`src/rtl/hack_screen_fetch_pkg.sv`:
```
// Shared video constants and types for the Hack screen fetch path.
package hack_screen_fetch_pkg;

    localparam int unsigned H_OFFSET_DEFAULT = 64;
    localparam int unsigned V_OFFSET_DEFAULT = 112;

    localparam int unsigned SCREEN_W       = 512;
    localparam int unsigned SCREEN_H       = 256;
    localparam int unsigned WORDS_PER_LINE = 32;

    localparam int unsigned WORD_BITS  = 16;
    localparam int unsigned WORD_IDX_W = 5;
    localparam int unsigned BIT_IDX_W  = 4;
    localparam int unsigned ROW_W      = 8;
    localparam int unsigned ADDR_W     = ROW_W + WORD_IDX_W;

    localparam int unsigned LINE_BUF_DEPTH = 2 * WORDS_PER_LINE;

    typedef logic [WORD_BITS-1:0]  data_t;
    typedef logic [WORD_IDX_W-1:0] word_idx_t;
    typedef logic [BIT_IDX_W-1:0]  bit_idx_t;
    typedef logic [ROW_W-1:0]      row_t;

    localparam word_idx_t LAST_WORD = word_idx_t'(WORDS_PER_LINE - 1);

    typedef enum logic [1:0] {
        IDLE,
        FETCH,
        ABORT
    } fetch_state_t;

endpackage

```
`src/rtl/hack_line_buffer.sv`:
```
// Two-bank line buffer: 2 x 32 words of 16 bits, one write port and one
// registered read port. Contents are intentionally not reset.
module hack_line_buffer
    import hack_screen_fetch_pkg::*;
(
    input  logic                  clk,
    input  logic                  wr_en,
    input  logic                  wr_bank,
    input  logic [WORD_IDX_W-1:0] wr_addr,
    input  logic [WORD_BITS-1:0]  wr_data,
    input  logic                  rd_bank,
    input  logic [WORD_IDX_W-1:0] rd_addr,
    output logic [WORD_BITS-1:0]  rd_data
);

    data_t mem [0:LINE_BUF_DEPTH-1];

    // Fill side: store one fetched word into the selected bank
    always_ff @(posedge clk) begin
        if (wr_en) begin
            mem[{wr_bank, wr_addr}] <= wr_data;
        end
    end

    // Display side: registered read of the selected bank
    always_ff @(posedge clk) begin
        rd_data <= mem[{rd_bank, rd_addr}];
    end

endmodule

```
`src/rtl/hack_screen_fetch.sv`:
```
// Hack screen fetch: streams one 512-px screen row per video line from word
// memory into a ping-pong line buffer and serialises the displayed row into
// a 1-bit pixel stream with sync signals aligned to it.
module hack_screen_fetch
    import hack_screen_fetch_pkg::*;
#(
    parameter int unsigned H_OFFSET = H_OFFSET_DEFAULT,
    parameter int unsigned V_OFFSET = V_OFFSET_DEFAULT
) (
    input  logic                 clk,
    input  logic                 reset_n,
    input  logic [9:0]           hpos,
    input  logic [9:0]           vpos,
    input  logic                 display_active,
    input  logic                 hsync_in,
    input  logic                 vsync_in,
    output logic                 mem_req,
    output logic [ADDR_W-1:0]    mem_addr,
    input  logic                 mem_ack,
    input  logic [WORD_BITS-1:0] mem_data,
    output logic                 pixel,
    output logic                 hsync_out,
    output logic                 vsync_out,
    output logic                 line_overrun
);

    localparam logic [10:0] H_LO       = 11'(H_OFFSET);
    localparam logic [10:0] H_HI       = 11'(H_OFFSET + SCREEN_W);
    localparam logic [10:0] V_LO       = 11'(V_OFFSET);
    localparam logic [10:0] V_HI       = 11'(V_OFFSET + SCREEN_H);
    localparam logic [10:0] EV_FIRST   = 11'(V_OFFSET - 1);
    localparam logic [10:0] EV_LAST    = 11'(V_OFFSET + SCREEN_H - 1);
    localparam logic [10:0] FETCH_LAST = 11'(V_OFFSET + SCREEN_H - 2);
    localparam row_t        ROW_BIAS   = row_t'(V_OFFSET - 1);

    logic [10:0]  hpos_x;
    logic [10:0]  vpos_x;
    logic         line_event;
    logic         starts_fetch;
    row_t         next_row;

    fetch_state_t state;
    word_idx_t    w;
    row_t         row;
    logic         bank;        // front (display) bank; the other one is filled
    logic         fill_bank;
    logic         restart;
    logic         wr_en;

    logic         in_window;
    logic [8:0]   x_pos;
    logic         s1_in;
    word_idx_t    s1_word;
    bit_idx_t     s1_bit;
    logic         s2_in;
    bit_idx_t     s2_bit;
    data_t        rd_data;

    logic [1:0]   hs_pipe;
    logic [1:0]   vs_pipe;

    assign hpos_x = {1'b0, hpos};
    assign vpos_x = {1'b0, vpos};

    assign line_event   = (hpos == '0) && (vpos_x >= EV_FIRST) && (vpos_x <= EV_LAST);
    assign starts_fetch = (vpos_x <= FETCH_LAST);
    // Row is only 8 bits wide, so the subtraction can be done modulo 256
    assign next_row     = vpos[7:0] - ROW_BIAS;

    // An ack coinciding with a line event or with reset is dropped
    assign wr_en = (state == FETCH) && mem_ack && !line_event && reset_n;

    // Fetch FSM, bank swap and sticky overrun flag
    always_ff @(posedge clk) begin
        if (!reset_n) begin
            state        <= IDLE;
            w            <= '0;
            row          <= '0;
            bank         <= 1'b0;
            fill_bank    <= 1'b0;
            restart      <= 1'b0;
            mem_req      <= 1'b0;
            mem_addr     <= '0;
            line_overrun <= 1'b0;
        end else begin
            if (line_event) begin
                bank <= ~bank;
            end
            unique case (state)
                IDLE: begin
                    if (line_event && starts_fetch) begin
                        state     <= FETCH;
                        row       <= next_row;
                        fill_bank <= bank;  // old front becomes the new back
                        w         <= '0;
                        mem_req   <= 1'b1;
                        mem_addr  <= {next_row, word_idx_t'(0)};
                    end
                end
                FETCH: begin
                    if (line_event) begin
                        line_overrun <= 1'b1;
                        state        <= ABORT;
                        mem_req      <= 1'b0;
                        restart      <= starts_fetch;
                        if (starts_fetch) begin
                            row       <= next_row;
                            fill_bank <= bank;
                        end
                    end else if (mem_ack) begin
                        if (w == LAST_WORD) begin
                            state   <= IDLE;
                            mem_req <= 1'b0;
                        end else begin
                            w        <= w + 5'd1;
                            mem_addr <= {row, w + 5'd1};
                        end
                    end
                end
                ABORT: begin
                    if (line_event ? starts_fetch : restart) begin
                        state   <= FETCH;
                        w       <= '0;
                        mem_req <= 1'b1;
                        if (line_event) begin
                            row       <= next_row;
                            fill_bank <= bank;
                            mem_addr  <= {next_row, word_idx_t'(0)};
                        end else begin
                            mem_addr  <= {row, word_idx_t'(0)};
                        end
                    end else begin
                        state <= IDLE;
                    end
                end
                default: begin
                    state   <= IDLE;
                    mem_req <= 1'b0;
                end
            endcase
        end
    end

    assign in_window = display_active
                    && (hpos_x >= H_LO) && (hpos_x < H_HI)
                    && (vpos_x >= V_LO) && (vpos_x < V_HI);

    // Window is 512 px wide, so the column offset fits modulo 512
    assign x_pos = hpos[8:0] - H_LO[8:0];

    // Pixel pipeline: stage 1 decodes position, stage 2 follows the buffer read
    always_ff @(posedge clk) begin
        if (!reset_n) begin
            s1_in   <= 1'b0;
            s1_word <= '0;
            s1_bit  <= '0;
            s2_in   <= 1'b0;
            s2_bit  <= '0;
        end else begin
            s1_in   <= in_window;
            s1_word <= x_pos[8:4];
            s1_bit  <= x_pos[3:0];
            s2_in   <= s1_in;
            s2_bit  <= s1_bit;
        end
    end

    // Hack stores 1 as black, bit 0 is the leftmost pixel of a word
    assign pixel = s2_in & ~rd_data[s2_bit];

    // Two-stage sync delay matching the pixel pipeline
    always_ff @(posedge clk) begin
        if (!reset_n) begin
            hs_pipe <= '1;
            vs_pipe <= '1;
        end else begin
            hs_pipe <= {hs_pipe[0], hsync_in};
            vs_pipe <= {vs_pipe[0], vsync_in};
        end
    end

    assign hsync_out = hs_pipe[1];
    assign vsync_out = vs_pipe[1];

    hack_line_buffer u_line_buffer (
        .clk     (clk),
        .wr_en   (wr_en),
        .wr_bank (fill_bank),
        .wr_addr (w),
        .wr_data (mem_data),
        .rd_bank (bank),
        .rd_addr (s1_word),
        .rd_data (rd_data)
    );

endmodule

```
`config.mk`:
```
export PLATFORM = sky130hd
export DESIGN_NAME = hack_screen_fetch
export DESIGN_NICKNAME = d
export VERILOG_FILES = /design/src/rtl/hack_screen_fetch_pkg.sv /design/src/rtl/hack_line_buffer.sv /design/src/rtl/hack_screen_fetch.sv
export SDC_FILE = /design/constraint.sdc
export NUM_CORES = 1
export LEC_CHECK = 0
export CORE_MARGIN = 2
export CORE_UTILIZATION = 55
export CTS_BUF_LIST = sky130_fd_sc_hd__clkbuf_16
export DETAILED_ROUTE_END_ITERATION = 8
export DONT_BUFFER_PORTS = 1
export PLACE_DENSITY_LB_ADDON = 0.08
export SLEW_MARGIN = 20
export SYNTH_ARGS = -nofsm -noshare
export SYNTH_HDL_FRONTEND = slang
export SYNTH_SLANG_ARGS = --single-unit
```
`constraint.sdc`:
```
create_clock -name clk -period 4.4 [get_ports clk]
set_clock_uncertainty 0.05 [all_clocks]
set_input_delay 1.1 -clock clk [delete_from_list [all_inputs] [get_ports clk]]
set_output_delay 1.1 -clock clk [all_outputs]
set_load 0.1 [all_outputs]
```
## Word level (Yosys, flattened, before mapping)

Memories as Yosys holds them, arrays and structs flattened. A register that Yosys moved wholly into a read port is not among the register bits.
Index checks and enable logic that the tools add are counted.

- Add/subtract/negate cells: 3
- Multiplexer cells: 42
- Eq/ne operators: 13
- Reductions and logical operators: 19
- Magnitude comparators: 8
- Bitwise operators: 3

Operators with widths:

| operator | number |
|---|---|
| 2-to-1 mux 13 bit | 6 |
| 2-to-1 mux 8 bit | 5 |
| one-hot mux 13 bit (3 select lines) | 1 |
| greater-or-equal comparator 10 x 7 -> 1 bit, second input constant | 3 |
| 2-to-1 mux 5 bit | 5 |
| one-hot mux 8 bit (3 select lines) | 1 |
| less-or-equal comparator 10 x 9 -> 1 bit, second input constant | 2 |
| inequality test 2 bit, second input constant | 8 |
| 2-to-1 mux 1 bit | 15 |
| one-hot mux 5 bit (3 select lines) | 1 |
| AND reduction 6 bit | 2 |
| logical AND 1 bit | 10 |
| zero test 10 bit | 1 |
| less-than comparator 10 bit, second input constant | 1 |
| less-than comparator 10 x 9 -> 1 bit, second input constant | 1 |
| subtractor 9 x 7 -> 9 bit, second input constant | 1 |
| 2-to-1 mux 2 bit | 4 |
| subtractor 8 x 7 -> 8 bit, second input constant | 1 |
| one-hot mux 1 bit (3 select lines) | 2 |
| one-hot mux 2 bit (3 select lines) | 1 |
| adder 5 x 1 -> 5 bit, second input constant | 1 |
| == test 5 bit, second input constant | 1 |
| less-than comparator 4 x 5 -> 1 bit, second input constant | 1 |
| binary-select mux 1 bit (select 4 bit) | 1 |
| other kinds (12) | 13 |

- Logic and storage cells: 105
- Memories kept: 1
- Register bits: 52
- Memory bits (writable): 1024

Memory list:

| memory | depth | width | read ports | clocked after memory_dff | wr ports | RTL line | text |
|---|---|---|---|---|---|---|---|
| u_line_buffer.mem | 64 | 16 | 1 | 1 | 1 | hack_line_buffer.sv:16 | `data_t mem [0:LINE_BUF_DEPTH-1];` |

## Logic depth before layout (Yosys ltp)

- Word-level depth: 8
- Depth in mapped cells: 11
- Depth with buffers taken out: 9

## Modules after synthesis

From an unflattened synthesis, not the netlist that was laid out.

- Cells, all modules: 2119
- Area, all modules: 42634.6 um^2

By module, submodules not included:

| module | cells an instance | times used | seq. area each (um^2) | area an instance (um^2) |
|---|---|---|---|---|
| hack_line_buffer | 1829 | 1 | 31069.8 | 40042.2 |
| hack_screen_fetch | 290 | 1 | 960.9 | 2592.5 |

## Worst setup path before layout

No wires, ideal clock.

- Path type: flip-flop to output port
- Start point: reg s2_bit[0]
- End point: out pixel
- Slack: 0.496 ns
- Cell stages (with the launch flop): 4
- Data arrival time: 2.754 ns
- Cell sequence: dfxtp_1 > mux4_2 > mux4_2 > nor2b_1

- Word-level cells in the longest chain between the ends: 4

RTL lines:

| what | RTL line | text |
|---|---|---|
| from (decl) | hack_screen_fetch.sv:56 | `bit_idx_t s2_bit;` |
| from (signal assigned) | hack_screen_fetch.sv:164 | `s2_bit <= s1_bit;` |
| binary-select mux 1 bit (select 4 bit) | hack_screen_fetch.sv:169 | `assign pixel = s2_in & ~rd_data[s2_bit];` |
| 2-to-1 mux 1 bit (implied by the code) | hack_screen_fetch.sv:169 |  |
| NOT 1 bit | hack_screen_fetch.sv:169 |  |
| bitwise AND 1 bit | hack_screen_fetch.sv:169 |  |
| to (decl) | hack_screen_fetch.sv:21 | `output logic pixel,` |

No other way between the ends. The select of a mux whose other input is x is not followed.

## Worst setup path in the final report

Same ends and word-level chain as after synthesis.

==> key figures <==
Run status
  – Status: finished clean

Timing
  – Portion of the clock cycle consumed by the worst path in the final layout: 88.44%
  – Total negative slack for setup checks: 0 ns
  – Setup repair after global routing missed its margin: no
  – Count of endpoints failing hold in the final timing report: 0
  – Slew Limit Headroom: 28.62%
  – Time the final worst path needs with I/O delays and setup: 3.891 ns
  – Number of endpoints failing setup at the final stage: 0
  – Pins Over Slew Limit: 0
  – Upper clock frequency limit: 0.2570 GHz
  – Transition time at the pin with the least slew margin: 1.068 ns

Worst setup path
  – Most common cell type on the critical path: sky130_fd_sc_hd__mux4_2
  – Cell family with the largest share of critical-path delay: multiplexers
  – Cell at the slowest stage of the critical path: sky130_fd_sc_hd__mux4_2
  – Critical path data required time: 3.25 ns
  – Element type at the critical path start: flop
  – Worst-path fanout max: 4
  – Crit-path cells: mux4_2 -> mux4_2 -> nor2b_2 -> buf_4
  – Source of the worst register-to-register timing path: s1_word[0]
  – Endpoint class of the critical path: primary output
  – Number of buffers and inverters on the critical path: 1
  – WP data arrival: 2.74 ns
  – Largest stage delay on the critical path: 0.57 ns
  – Class of the most critical setup path: flop to primary output
  – Worst setup startpoint: s2_bit[0]

Clock network
  – Maximum clock path buffer count: 3
  – Clock insertion delay at the later pin of the skew report: 0.67 ns
  – # hold bufs at CTS: 0
  – Clock tree from TritonCTS: done
  – CTS HTree Levels: 3
  – TritonCTS Buffers: 108
  – Clock slew seen by the registers of the worst setup and hold paths: 0.06 ns
  – Resized Gates After CTS: 0
  – Cell at the root of the clock tree: sky130_fd_sc_hd__clkbuf_16
  – Clk sink count: 1091
  – Setup Fix Bufs, Post-CTS: 0

Drt
  – Antenna Nets Post-Route: 0
  – Routed vias: 19700
  – Routed length per placed instance: 32.12 um
  – Detailed router's first-iteration violation count: 2175
  – Post-DR vias/cell: 6.454
  – Post-detailed-route DRC marker count: 0
  – Router iterations before antenna repair: 7
  – Met2 routed WL: 46.58 mm
  – Total wirelength of the detailed-routed design: 98.05 mm
  – Top routing layer used: met4
  – DRT met1 WL: 41.77 mm
  – Amount of wire on met3 after detailed routing: 7.436 mm

Logic synthesis
  – Main combinational cell family by area after synthesis: multiplexers
  – Synthesized-area fraction occupied by xor and xnor cells: 0.1882%
  – Share of synthesized registers carrying an async set or reset: 0%
  – Synth top area cells: sky130_fd_sc_hd__edfxtp_1 73%, sky130_fd_sc_hd__mux4_2 17%, sky130_fd_sc_hd__dfxtp_1 3.2%, sky130_fd_sc_hd__nor2_1 0.73%, sky130_fd_sc_hd__a22oi_1 0.72%
  – Unique masters post-synth: 54
  – Avg Synthesized Cell Area: 22.55 um2
  – Largest area contributor in the netlist: sky130_fd_sc_hd__edfxtp_1
  – Area fraction of the dominant cell type after synthesis: 73.42%
  – Flip-flop cell with the highest count after synthesis: sky130_fd_sc_hd__edfxtp_1
  – Count of flip-flops with a built-in enable after synthesis: 1024
  – Adder-cell area share of the yosys netlist: 0.3286%
  – Post-synthesis instance area: 41880 um2
  – Area fraction in compound gates after synthesis: 1.757%
  – Post-synthesis register bit count: 1091
  – Synth Area in Simple Gates: 2.253%
  – Post-synthesis instance total: 1857
  – Sequential cell area fraction in the yosys report: 76.63%
  – Number of nets in the synthesized netlist: 1910
  – Mux contribution to synthesized area: 17.72%
  – Total number of yosys warnings: 0

Placement
  – Number of instances in the placed design: 2850
  – IO buf count: 0
  – DP Wirelength: 58.71 mm
  – Placer congestion estimate: 0.8790

Global routing
  – Total global-route track usage: 25.71%
  – Initial antenna violation count: 0
  – Gr ovfl total: 0
  – Maximum number of pins on one net before global-route repair: 65
  – Global-route wire length before repair: 142.5 mm
  – Via count of the first global-routing pass: 19910

Cells and area
  – Number of inserted filler cells in the final layout: 5041
  – Area growth, synth to finish: 13.13%
  – Final Instance Count excl. Fillers: 3052
  – Leading cell types in the layout, fill and taps excluded: 1024 x sky130_fd_sc_hd__edfxtp_1, 325 x sky130_fd_sc_hd__mux4_2, 108 x sky130_fd_sc_hd__clkbuf_16
  – Share of cells above drive strength 1: 31.31%
  – Commonest non-fill, non-tap cell in the layout: sky130_fd_sc_hd__edfxtp_1
  – Final #Nets: 2035

Power
  – PD cells: 441.8 nW/um2
  – Worst supply voltage drop on vdd: 0.3154 mV
  – Leakage Power: 14.71 nW

Floorplanning
  – Height of the die: 279.9 um
  – Horizontal die dimension: 279.9 um
  – Area of the core: 75700 um2
  – Initial cell density of the core: 55.33%
  – Placement Rows: 101
  – # IOs: 60
  – Full die area: 78370 um2

Hold path
  – Hold Path Origin: hs_pipe[0]
  – Worst Hold Class: flop to flop

Run
  – Max Cap Violations: 0
flip-flops by register name, summed over array words and instances, names as in the netlist, 2 cells and up:
register	cells
u_line_buffer.rd_data	16
s1_bit	4
s2_bit	4
w	5
s1_word	5
state	2
u_line_buffer.mem	1024
mem_addr	12
vs_pipe	2
hs_pipe	2
row	8
worst reg2reg max path: stages, from the launching register on:
cell and delay, ns:
sky130_fd_sc_hd__dfxtp_4 0.91, sky130_fd_sc_hd__buf_4 0.41, sky130_fd_sc_hd__mux4_2 0.56, sky130_fd_sc_hd__mux4_2 0.53, sky130_fd_sc_hd__a22oi_1 0.60, sky130_fd_sc_hd__nand2_1 0.10
Yosys cell counts (all sizes together), types with 4 or more instances:
cell type	instances
and3	4
a21oi	24
clkbuf	59
ha	11
edfxtp	1024
a211oi	10
xnor2	7
a22oi	40
mux4	325
nand3b	4
nor2	81
nand2b	7
nor3	12
nand3	17
inv	10
and2	16
mux2i	10
o21ai	5
dfxtp	67
nand4	4
nand2	43
buf	40
cell families (layout without fill, tap and decap cells):
family,count (synthesis),in the layout
flip-flops,1091,1091
adder cells (fa/ha/maj),11,11
AO/OA/AOI/OAI,99,99
AND/OR/NAND/NOR,202,202
buffers and inverters,110,326
XOR/XNOR,9,9
multiplexers,335,335
other,0,1
layer usage:
layer | GRT usage [%] | vias to the layer above
met1 | 38.90 | 10640
li1 | - | 8134
met3 | 4.612 | 124
met5 | 0 | -
met2 | 39.34 | 797
met4 | 7.048 | 0
cell type report:
type,instances,area (um2),share of cell area (%)
diodes,1,2.502,0.005282
clock buffers,108,2703,5.704
clock inverters,93,674.4,1.423
inverters,11,41.29,0.08714
multi-input cells,656,9433,19.91
flip-flops and latches,1091,32110,67.76
well taps,978,1224,2.583
repair buffers,114,1197,2.527
final timing paths:
path / end / slack, ns / cells past startpoint
max: pixel / 0.51 / 4
min: hs_pipe[1] / 0.37 / 1
max reg2reg: u_line_buffer.rd_data[6] / 1.09 / 5
min reg2reg: hs_pipe[1] / 0.37 / 1
power breakdown:
| part | switching [mW] | internal, mW | total (mW) |
|---|---|---|---|
| sequential | 0.0838 | 11.4 | 11.4 |
| combinational | 0.381 | 0.376 | 0.757 |
| clock | 3.83 | 4.89 | 8.72 |
| total | 4.30 | 16.6 | 20.9 |
per-stage QoR:
| step | util (%) | power [mW] | setup WS [ns] | hold WS [ns] | area [um2] |
|---|---|---|---|---|---|
| floorplan | - | 12.16 | 0.4964 | 0.3363 | 41880 |
| global placement | 58.11 | 12.43 | 0.7537 | 0.3502 | 43980 |
| detailed placement | 58.12 | 12.43 | 0.7790 | 0.3613 | 44000 |
| CTS | 62.58 | 21.12 | 0.4915 | 0.3764 | 47370 |
| global route | 62.59 | 21.51 | 0.4378 | 0.4064 | 47380 |
| finish | 62.59 | 20.93 | 0.5087 | 0.3705 | 47380 |
Note: power is estimated with default switching activity, not from simulation.
